`src/rtl/motor_pkg.sv`:
```
// Shared types for the H-bridge PWM array.
// Channel states, direction codes and the state-to-pin map.
package motor_pkg;

  typedef enum logic [2:0] {
    IDLE  = 3'd0,
    RUN   = 3'd1,
    DRAIN = 3'd2,
    DEAD  = 3'd3,
    BRAKE = 3'd4
  } ch_state_t;

  localparam logic DIR_FWD = 1'b1;
  localparam logic DIR_REV = 1'b0;

  typedef struct packed {
    logic a;
    logic b;
  } hb_pins_t;

  // Only BRAKE may drive both legs of the bridge.
  function automatic hb_pins_t pin_map(
    input ch_state_t st,
    input logic      dir,
    input logic      pwm
  );
    hb_pins_t p;
    p = '{a: 1'b0, b: 1'b0};
    case (st)
      RUN, DRAIN: begin
        p.a = (dir == DIR_FWD) & pwm;
        p.b = (dir == DIR_REV) & pwm;
      end
      BRAKE: begin
        p.a = 1'b1;
        p.b = 1'b1;
      end
      default: p = '{a: 1'b0, b: 1'b0};
    endcase
    return p;
  endfunction

endpackage

```
`src/rtl/motor_pwm_channel.sv`:
```
// One H-bridge channel: soft-start ramp, reversal
// through a drain and dead period, and braking.
module motor_pwm_channel
  import motor_pkg::*;
#(
  parameter int DUTY_W    = 5,
  parameter int RAMP_STEP = 2
) (
  input  logic              clk,
  input  logic              rst_n,
  input  logic              enable,
  input  logic              tick,
  input  logic [DUTY_W-1:0] cnt,
  input  logic [DUTY_W-1:0] duty_cmd,
  input  logic              dir_cmd,
  input  logic              brake,
  output logic              motor_a,
  output logic              motor_b,
  output logic [DUTY_W-1:0] duty_now
);

  localparam bit LOAD =
    (RAMP_STEP <= 0) || (RAMP_STEP >= (1 << DUTY_W));
  localparam logic [DUTY_W-1:0] STEP =
    LOAD ? '0 : DUTY_W'(RAMP_STEP);

  function automatic logic [DUTY_W-1:0] ramp(
    input logic [DUTY_W-1:0] cur,
    input logic [DUTY_W-1:0] tgt
  );
    logic [DUTY_W-1:0] nxt;
    nxt = tgt;
    if (!LOAD) begin
      if (tgt > cur && tgt - cur > STEP)
        nxt = cur + STEP;
      else if (cur > tgt && cur - tgt > STEP)
        nxt = cur - STEP;
    end
    return nxt;
  endfunction

  ch_state_t         state;
  logic              dir_lat;
  hb_pins_t          pins;
  logic              pwm;
  logic [DUTY_W-1:0] ramp_run;
  logic [DUTY_W-1:0] ramp_down;
  logic [DUTY_W-1:0] ramp_up;

  assign pwm       = cnt < duty_now;
  assign ramp_run  = ramp(duty_now, duty_cmd);
  assign ramp_down = ramp(duty_now, '0);
  assign ramp_up   = ramp('0, duty_cmd);

  always_ff @(posedge clk or negedge rst_n) begin
    if (!rst_n) begin
      state    <= IDLE;
      dir_lat  <= DIR_FWD;
      duty_now <= '0;
      pins     <= '{a: 1'b0, b: 1'b0};
    end else if (brake) begin
      state    <= BRAKE;
      duty_now <= '0;
      pins     <= '{a: 1'b1, b: 1'b1};
    end else if (!enable) begin
      state    <= IDLE;
      duty_now <= '0;
      pins     <= '{a: 1'b0, b: 1'b0};
    end else begin
      pins <= pin_map(state, dir_lat, pwm);
      case (state)
        IDLE: begin
          duty_now <= '0;
          if (tick && duty_cmd != '0) begin
            state    <= RUN;
            dir_lat  <= dir_cmd;
            duty_now <= ramp_up;
          end
        end
        RUN: if (tick) begin
          if (dir_cmd != dir_lat) begin
            state    <= DRAIN;
            duty_now <= ramp_down;
          end else if (duty_cmd == '0 && duty_now == '0) begin
            state <= IDLE;
          end else begin
            duty_now <= ramp_run;
          end
        end
        // A late return of dir_cmd does not cut the drain short.
        DRAIN: if (tick) begin
          if (duty_now == '0) state <= DEAD;
          else duty_now <= ramp_down;
        end
        DEAD: if (tick) begin
          state    <= RUN;
          dir_lat  <= dir_cmd;
          duty_now <= ramp_up;
        end
        BRAKE: begin
          state    <= IDLE;
          duty_now <= '0;
        end
        default: begin
          state    <= IDLE;
          duty_now <= '0;
        end
      endcase
    end
  end

  assign motor_a = pins.a;
  assign motor_b = pins.b;

endmodule

```
`src/rtl/motor_pwm_array.sv`:
```
// Multi-channel H-bridge PWM driver sharing one
// prescaler and PWM period counter across all channels.
module motor_pwm_array
  import motor_pkg::*;
#(
  parameter int NUM_CH    = 2,
  parameter int DUTY_W    = 5,
  parameter int PRESC_DIV = 1024,
  parameter int RAMP_STEP = 2
) (
  input  logic                     clk_3125KHz,
  input  logic                     rst_n,
  input  logic                     enable,
  input  logic [NUM_CH*DUTY_W-1:0] duty_cmd,
  input  logic [NUM_CH-1:0]        dir_cmd,
  input  logic [NUM_CH-1:0]        brake,
  output logic [NUM_CH-1:0]        motor_A,
  output logic [NUM_CH-1:0]        motor_B,
  output logic [NUM_CH*DUTY_W-1:0] duty_now,
  output logic                     period_tick
);

  localparam int PW =
    (PRESC_DIV > 1) ? $clog2(PRESC_DIV) : 1;
  localparam logic [PW-1:0] PRESC_MAX =
    PW'(PRESC_DIV - 1);
  localparam logic [DUTY_W-1:0] CNT_MAX = '1;

  logic [PW-1:0]     presc;
  logic [DUTY_W-1:0] cnt;
  logic              presc_wrap;
  logic              period_end;

  assign presc_wrap = presc == PRESC_MAX;
  assign period_end = presc_wrap && cnt == CNT_MAX;

  always_ff @(posedge clk_3125KHz or negedge rst_n) begin
    if (!rst_n) begin
      presc       <= '0;
      cnt         <= '0;
      period_tick <= 1'b0;
    end else begin
      presc       <= presc_wrap ? '0 : presc + 1'b1;
      period_tick <= period_end;
      if (presc_wrap) cnt <= cnt + 1'b1;
    end
  end

  // Channels update on the wrap edge itself, so the new duty
  // is in force from the first count of the period.
  for (genvar i = 0; i < NUM_CH; i++) begin : g_ch
    motor_pwm_channel #(
      .DUTY_W   (DUTY_W),
      .RAMP_STEP(RAMP_STEP)
    ) u_ch (
      .clk     (clk_3125KHz),
      .rst_n   (rst_n),
      .enable  (enable),
      .tick    (period_end),
      .cnt     (cnt),
      .duty_cmd(duty_cmd[i*DUTY_W +: DUTY_W]),
      .dir_cmd (dir_cmd[i]),
      .brake   (brake[i]),
      .motor_a (motor_A[i]),
      .motor_b (motor_B[i]),
      .duty_now(duty_now[i*DUTY_W +: DUTY_W])
    );
  end

endmodule

```
`config.mk`:
```
export PLATFORM = sky130hd
export DESIGN_NAME = motor_pwm_array
export DESIGN_NICKNAME = d
export VERILOG_FILES = /design/src/rtl/motor_pkg.sv /design/src/rtl/motor_pwm_channel.sv /design/src/rtl/motor_pwm_array.sv
export SDC_FILE = /design/constraint.sdc
export NUM_CORES = 1
export LEC_CHECK = 0
export ABC_AREA = 1
export CORE_MARGIN = 3
export CORE_UTILIZATION = 50
export DETAILED_ROUTE_END_ITERATION = 10
export PLACE_DENSITY = 0.7
export SYNTH_ARGS = -nofsm -noshare
export SYNTH_HDL_FRONTEND = slang
export SYNTH_SLANG_ARGS = --single-unit
```
`constraint.sdc`:
```
create_clock -name clk_3125KHz -period 2.52 [get_ports clk_3125KHz]
set_input_delay 0.504 -clock clk_3125KHz [delete_from_list [all_inputs] [get_ports clk_3125KHz]]
set_output_delay 0.504 -clock clk_3125KHz [all_outputs]
set_load 0.03 [all_outputs]
```
==> summary.md, run 1 <==
| Metric | Value |
|---|---|
| Period utilization | 0.974 |
| Worst reg-to-reg setup slack | 0.20 ns |
| Slowest CP cell | clkdlybuf4s50_1 |
| CP cell instances | clkdlybuf4s50_1, ha_1, inv_1, fa_2, xor2_1, a21oi_1, nand3_2, buf_4, nand3b_1, nand3_1, nand2_1, nand2_1, nand2_1, nand2_1 |
| Startpoint class of the critical path | input port |
| R2R depth | 16 |
| Worst-skew pair later-pin latency | 0.29 ns |
| Number of remaining DRC errors | 0 |
| Hold WS | 0.214 ns |
| Largest net degree at the start of global routing | 27 |
| Post-synth EDFFs | 0 |
| # hold bufs at CTS | 0 |
| Core Region | 7970 um2 |
| Initial Utilization | 0.531 |
| Area grow syn2layout | 22.2% |
| Placement Rows | 32 |
| F_max | 408 MHz |
| R2r endpoint | g_ch[0].u_ch.duty_now[2]$_DFFE_PN0P_ |
| Share of layout cells above drive strength 1 | 0.160 |
| Remaining antenna violation count | 0 |
| Die Y | 98.0 um |
| Total number of vias | 4,222 |
| Post-Syn Area | 4230 um2 |
| Worst Path Required | 2.70 ns |
| Synth Flop Type | dfrtp_1 |
| Fin crit period | 2.45 ns |
| Leak Pwr | 2.82 nW |
| Fin. Hold Viols | 0 |
| Mapped Avg Cell Area | 6.73 um2 |
| Dpl cell area | 4970 um2 |
| Max Slew Vio Count | 0 |
| Worst path max stage delay | 0.51 ns |
| Iter 0 DRT Violations | 183 |
| # diodes | 0 |
| CTS tree | built |
| Syn. warnings | 0 |
| Worst r2r src | g_ch[0].u_ch.duty_now[0]$_DFFE_PN0P_ |
| Syn_nets | 703 |
| Nets | 779 |
| I/O pin count | 32 |
| Htree depth | 2 |
| Grt total ovfl | 0 |
| Seq/Total Area, Yosys | 0.225 |
| Worst setup EP type | register |
| DIE AREA | 9600 um2 |
| CP Class | in2reg |
| Post-synthesis cell count | 629 |
| Slew HR | 0.593 |
| Vias per Instance | 5.23 |
| Vias in the first global route | 4,015 |
| Synthesis-stage register bit count | 38 |
| Crit Path Max Fanout | 3 |
| Post-route insts no fill | 808 |
| CTS max path bufs | 2 |
| Inst Count DP | 800 |
| Buffers on Ports | 31 |
| Most frequent cells in the layout | 172 x nand2_1, 92 x inv_1, 50 x buf_4 |
| Layout Skew | 0.00600 ns |
| Final setup fails | 0 |
| Routed wire per std cell | 13.1 um |
| Power density over cell area | 277 nW/um2 |
| Antenna violations before repair | 0 |
| Crit-path most repeated cell | nand2_1 |
| Total global-route track usage | 0.217 |
| CTS Buf Count | 5 |
| Max-Cap Viols | 0 |
| Final GP Congestion | 0.899 |
| Yosys cell types | 42 |
| DR pass1 iterations | 5 |
| Actual slew at the worst max-slew pin | 0.610 ns |
| Most common cell after layout, fill and taps aside | nand2_1 |
| Sinks on the clock net | 38 |
| Register clock-pin slew on the reported worst setup and hold paths | 0.08 ns |
| CTS Root Cell | clkbuf_8 |
| Status | completed |
| Final wirelength | 10,600 um |
| Crit path arrival time | 2.63 ns |
| Final non-filler cell area | 5170 um2 |
| Die X | 98.0 um |
| First-pass GRT wire length | 17,600 um |
| Asr flop ratio synth | 1.00 |
| Peak VDD IR | 0.000219 V |
| Dpl hpwl | 8480 um |
| HP Class | in2async |
==> sequential cells by signal, indices dropped and copies added, names as in the netlist <==
name and count:
g_ch.u_ch.motor_a 2, period_tick 1, cnt 5, g_ch.u_ch.state 6, g_ch.u_ch.duty_now 10, presc 10, g_ch.u_ch.dir_lat 2, g_ch.u_ch.motor_b 2
==> how the worst max path moves through the flow <==
stage / endpoint / from / slack, ns
after detailed placement: g_ch[0].u_ch.duty_now[1]$_DFFE_PN0P_ / duty_cmd[0] / -0.36
after CTS: g_ch[0].u_ch.duty_now[1]$_DFFE_PN0P_ / duty_cmd[0] / 0.006
final: g_ch[1].u_ch.duty_now[4]$_DFFE_PN0P_ / duty_cmd[5] / 0.07
after global placement: g_ch[0].u_ch.duty_now[1]$_DFFE_PN0P_ / duty_cmd[0] / -0.30
after floorplan: g_ch[0].u_ch.duty_now[4]$_DFFE_PN0P_ / g_ch[0].u_ch.duty_now[0]$_DFFE_PN0P_ / 0.14
after global routing: g_ch[1].u_ch.duty_now[0]$_DFFE_PN0P_ / duty_cmd[5] / -0.02
==> cell type report <==
class	count	area, um2
Fill cell	733	2800
Clock inverter	3	21.3
Tap cell	102	128
Inverter	97	364
Sequential cell	38	955
Timing Repair Buffer	81	686
Clock buffer	5	68.8
Multi-Input combinational cell	482	2950
==> worst max-delay path: cells and delay by family <==
family	cells	cell delay, ns
AOI/OAI and AO/OA	1	0.16
xor gates and xnor gates	1	0.16
adders and majority gates	2	0.52
buffers and inverters	3	0.72
and+or+nand+nor	7	0.54
==> synthesized netlist by cell type, types with 4 or more instances <==
cell type,count,share of area
o21ai_1,10,0.012
inv_1,97,0.086
nand2_1,178,0.16
nand2_2,6,0.0089
fa_1,4,0.019
xor2_1,14,0.029
nor3_1,13,0.015
nand3_1,52,0.062
nand4_1,8,0.012
a21oi_1,30,0.035
dfrtp_1,36,0.21
buf_4,7,0.012
ha_1,53,0.16
nand3b_1,5,0.0089
nor2_1,48,0.043
xnor2_1,10,0.021
o21ai_0,18,0.021
o31ai_1,4,0.0071
==> cell families after synthesis <==
kind of cell	count (synthesis)	share of synthesized area
AND/OR/NAND/NOR	328	0.349
AO/OA/AOI/OAI	73	0.0973
buffers and inverters	109	0.103
XOR/XNOR	24	0.0497
adder cells (fa/ha/maj)	57	0.176
flip-flops	38	0.225
==> layer usage <==
layer / share of wire / track usage / up-vias
met1: 0.47 / 0.287 / 1941
met5: 0 / 0 / -
met4: 0.024 / 0.0777 / 0
met2: 0.46 / 0.359 / 97
li1: - / - / 2161
met3: 0.041 / 0.0336 / 23
==> repair_timing <==
item                                    in CTS  in global routing
endpoints found under the setup margin       2                 10
gates cloned                                 0                  0
gates resized for setup                      2                 31
buffers inserted                             0                  0
pin swaps                                    0                  4
==> metrics by stage <==
step	utilization	setup TNS [ns]	power (mW)	setup WS, ns
after floorplan	-	0	0.851	0.142
after global placement	0.623	-2.33	0.984	-0.302
after detailed placement	0.623	-2.97	0.991	-0.364
after CTS	0.635	0	1.43	0.00575
after global routing	0.649	-0.0399	1.52	-0.0173
final	0.649	0	1.43	0.0665
==> where the power goes <==
part           internal [mW]  switching (mW)  total [mW]
clock                  0.195           0.243       0.437
sequential             0.630          0.0147       0.645
combinational          0.153           0.200       0.352
total                  0.978           0.457        1.43
(Power assumes the default switching activity.)
==> inputs of run 2 (changes only) <==
SYNTH_HIERARCHICAL = 1   (was unset)
==> run 2 against run 1 <==
Global-route usage fell by 0.093 points. Largest cell class unchanged. Wire length is 1.3% lower. Clock skew up 0.0071 ns. Sequential share of layout area shrank 0.38 points. Worst hold slack better by 0.086 ns. Clock power is 2% higher. Sequential power is essentially flat. Flip-flop and latch count unchanged.
==> summary.md, run 2 <==
| Metric | Value |
|---|---|
| Status | completed |
| DR pass1 iterations | 4 |
| Leak Pwr | 2.87 nW |
| Inst Count DP | 827 |
| Vias per Instance | 5.11 |
| Post-synth top area cell | dfrtp_1 |
| Max Slew Vio Count | 0 |
| Routed wire per std cell | 12.5 um |
| CTS Root Cell | clkbuf_8 |
| Post-route total power | 1.45 mW |
| Nets | 803 |
| Worst-skew pair later-pin latency | 0.29 ns |
| Antenna violations before repair | 0 |
| CTS Buf Count | 5 |
| Register clock-pin slew on the reported worst setup and hold paths | 0.08 ns |
| I/O pin count | 32 |
| Fin crit period | 2.38 ns |
| Post-synth top area share | 0.206 |
| Grt total ovfl | 0 |
| Slew HR | 0.447 |
| Worst setup EP type | register |
| Share of layout cells above drive strength 1 | 0.173 |
| Post-route core utilization | 0.633 |
| Post-synthesis cell count | 650 |
| Crit path arrival time | 2.55 ns |
| RSZ-0062 raised after global routing | false |
| Asr flop ratio synth | 1.00 |
| Crit Path Max Fanout | 6 |
| Post-route insts no fill | 835 |
| Number of remaining DRC errors | 0 |
| HP Class | in2async |
| Core Region | 8340 um2 |
| Die Y | 99.6 um |
| Actual slew at the worst max-slew pin | 0.829 ns |
| Htree depth | 2 |
| FILL cells | 783 |
| Synth Flop Type | dfrtp_1 |
| # diodes | 0 |
| Syn. warnings | 6 |
| Total global-route track usage | 0.216 |
| Peak VDD IR | 0.000215 V |
| Max-Cap Viols | 0 |
| Slowest CP cell | clkdlybuf4s50_1 |
| Final GP Congestion | 0.932 |
| Final non-filler cell area | 5280 um2 |
| Initial Utilization | 0.525 |
| Largest net degree at the start of global routing | 39 |
| Syn_nets | 724 |
| Total number of vias | 4,267 |
| Multi-input gate area | 3040 um2 |
| Worst Path Required | 2.69 ns |
| First-pass GRT wire length | 17,900 um |
| Post-synth top cells | 187 x nand2_1, 90 x inv_1, 66 x nor2_1 |
| Synthesis-stage register bit count | 38 |
| CP cell instances | clkdlybuf4s50_1, inv_2, fa_1, xor2_1, a21oi_1, nand3_2, nand2_4, nand2_2, nand2_2, nor2_1, o21ai_1, nand2_1 |
| DIE AREA | 9910 um2 |
| Dpl hpwl | 8460 um |
| Power density over cell area | 275 nW/um2 |
| Crit-path most repeated cell | nand2_2 |
| Final setup fails | 0 |
| CTS max path bufs | 2 |
| Worst reg-to-reg setup slack | 0.21 ns |
| Startpoint class of the critical path | input port |
| Fin. Hold Viols | 0 |
| Post-Syn Area | 4380 um2 |
| Layout Skew | 0.0131 ns |
| F_max | 420 MHz |
| Area grow syn2layout | 20.6% |
| Most common cell after layout, fill and taps aside | nand2_1 |
| Yosys cell types | 41 |
| Mapped Avg Cell Area | 6.73 um2 |
| Seq/Total Area, Yosys | 0.218 |
| Final wirelength | 10,400 um |
| Buffers on Ports | 31 |
| Post-synth EDFFs | 0 |
| Sinks on the clock net | 38 |
| Vias in the first global route | 4,041 |
| Die X | 99.6 um |
| Placement Rows | 33 |
| Iter 0 DRT Violations | 162 |
| CP Class | in2reg |
| Remaining antenna violation count | 0 |
| Most frequent cells in the layout | 185 x nand2_1, 87 x inv_1, 65 x nor2_1 |
| Dpl cell area | 5120 um2 |
| Largest cells by area after synthesis | dfrtp_1 21%, nand2_1 16%, ha_1 15% |
| Top-count cell post-synth | nand2_1 |
| CTS tree | built |
| Regs by FF count | g_ch.u_ch/duty_now (10), presc (10), g_ch.u_ch/state (6) |
| Storage cell area | 955 um2 |
| Worst path max stage delay | 0.49 ns |
| Period utilization | 0.944 |
==> run 2: changes by cell type after synthesis, sizes merged, moves of 2 or more <==
cell	delta
nand3b	-2
nor3	-8
or2	-3
o21ai	-3
nor2	+21
buf	-2
nand2	+19
o31ai	-3
nand3	+3
xnor2	-2
a21o	+2
o21bai	-2
clkinv	+2
==> run 2: report_power, final <==
group	internal [mW]	switching, mW	total, mW
combinational	0.153	0.207	0.360
sequential	0.631	0.0152	0.646
clock	0.220	0.224	0.444
==> run 2: critical path, delay by kind of cell <==
kind	cells	cell delay (ns)
buffers and inverters	2	0.57
AND/OR/NAND/NOR	6	0.53
adder cells (fa/ha/maj)	1	0.47
AO/OA/AOI/OAI	2	0.31
XOR/XNOR	1	0.18
==> run 2: cell families (layout without fill, tap and decap cells) <==
group,after synthesis,after routing,share of synthesized area
DFF,38,38,0.218
AOI/OAI and AO/OA,68,68,0.0998
and+or+nand+nor,357,357,0.369
adders and majority gates,57,57,0.170
buffers and inverters,109,189,0.101
xor gates and xnor gates,21,21,0.0420
==> run 2: routing by layer <==
layer | GRT usage | part of all wire | vias up
li1 | - | - | 2220
met1 | 0.288 | 0.47 | 1922
met2 | 0.358 | 0.46 | 108
met3 | 0.0393 | 0.052 | 17
met4 | 0.0630 | 0.016 | 0
met5 | 0 | 0 | -
==> run 2: cell type report <==
| cell class | instances | area share |
|---|---|---|
| Clock inverter | 2 | 0.00237 |
| Multi-Input combinational cell | 503 | 0.576 |
| Tap cell | 105 | 0.0249 |
| Timing Repair Buffer | 81 | 0.129 |
| Clock buffer | 6 | 0.0156 |
| Inverter | 100 | 0.0711 |
| Sequential cell | 38 | 0.181 |
==> run 2: per-stage QoR <==
stage	worst slack (ns)	hold slack, ns	setup TNS (ns)
after global placement	-0.278	0.488	-2.72
after detailed placement	-0.338	0.494	-3.43
after global routing	0.00732	0.362	0
after CTS	0.0444	0.330	0
after floorplan	0.102	0.208	0
final	0.141	0.300	0
==> run 2: path summary, 6_finish.rpt <==
check,from,endpoint,depth (start not counted)
worst max-delay path,duty_cmd[6],g_ch[1].u_ch/duty_now[0]$_DFFE_PN0P_,12
worst min-delay path,rst_n,g_ch[0].u_ch/state[2]$_DFFE_PN0P_,1
worst max register to register,g_ch[1].u_ch/duty_now[0]$_DFFE_PN0P_,g_ch[1].u_ch/duty_now[0]$_DFFE_PN0P_,13
worst min register to register,g_ch[0].u_ch/dir_lat$_DFFE_PN1P_,g_ch[0].u_ch/dir_lat$_DFFE_PN1P_,2
max in group asynchronous,rst_n,g_ch[1].u_ch/duty_now[0]$_DFFE_PN0P_,1
min in group clk_3125KHz,g_ch[0].u_ch/dir_lat$_DFFE_PN1P_,g_ch[0].u_ch/dir_lat$_DFFE_PN1P_,2
==> run 2: what timing repair did <==
item	in CTS	in global routing
hold buffers	0	0
setup buffers	0	0
gates resized for setup	5	16
endpoints found under the setup margin	3	12
gates cloned	0	0
pin swaps	4	1
==> inputs of run 3 (changes only) <==
CTS_BUF_LIST = sky130_fd_sc_hd__clkbuf_4 sky130_fd_sc_hd__clkbuf_8   (was unset)
==> results of run 3 <==
No change in the layout: final DEF, timing and power equal those of run 2.
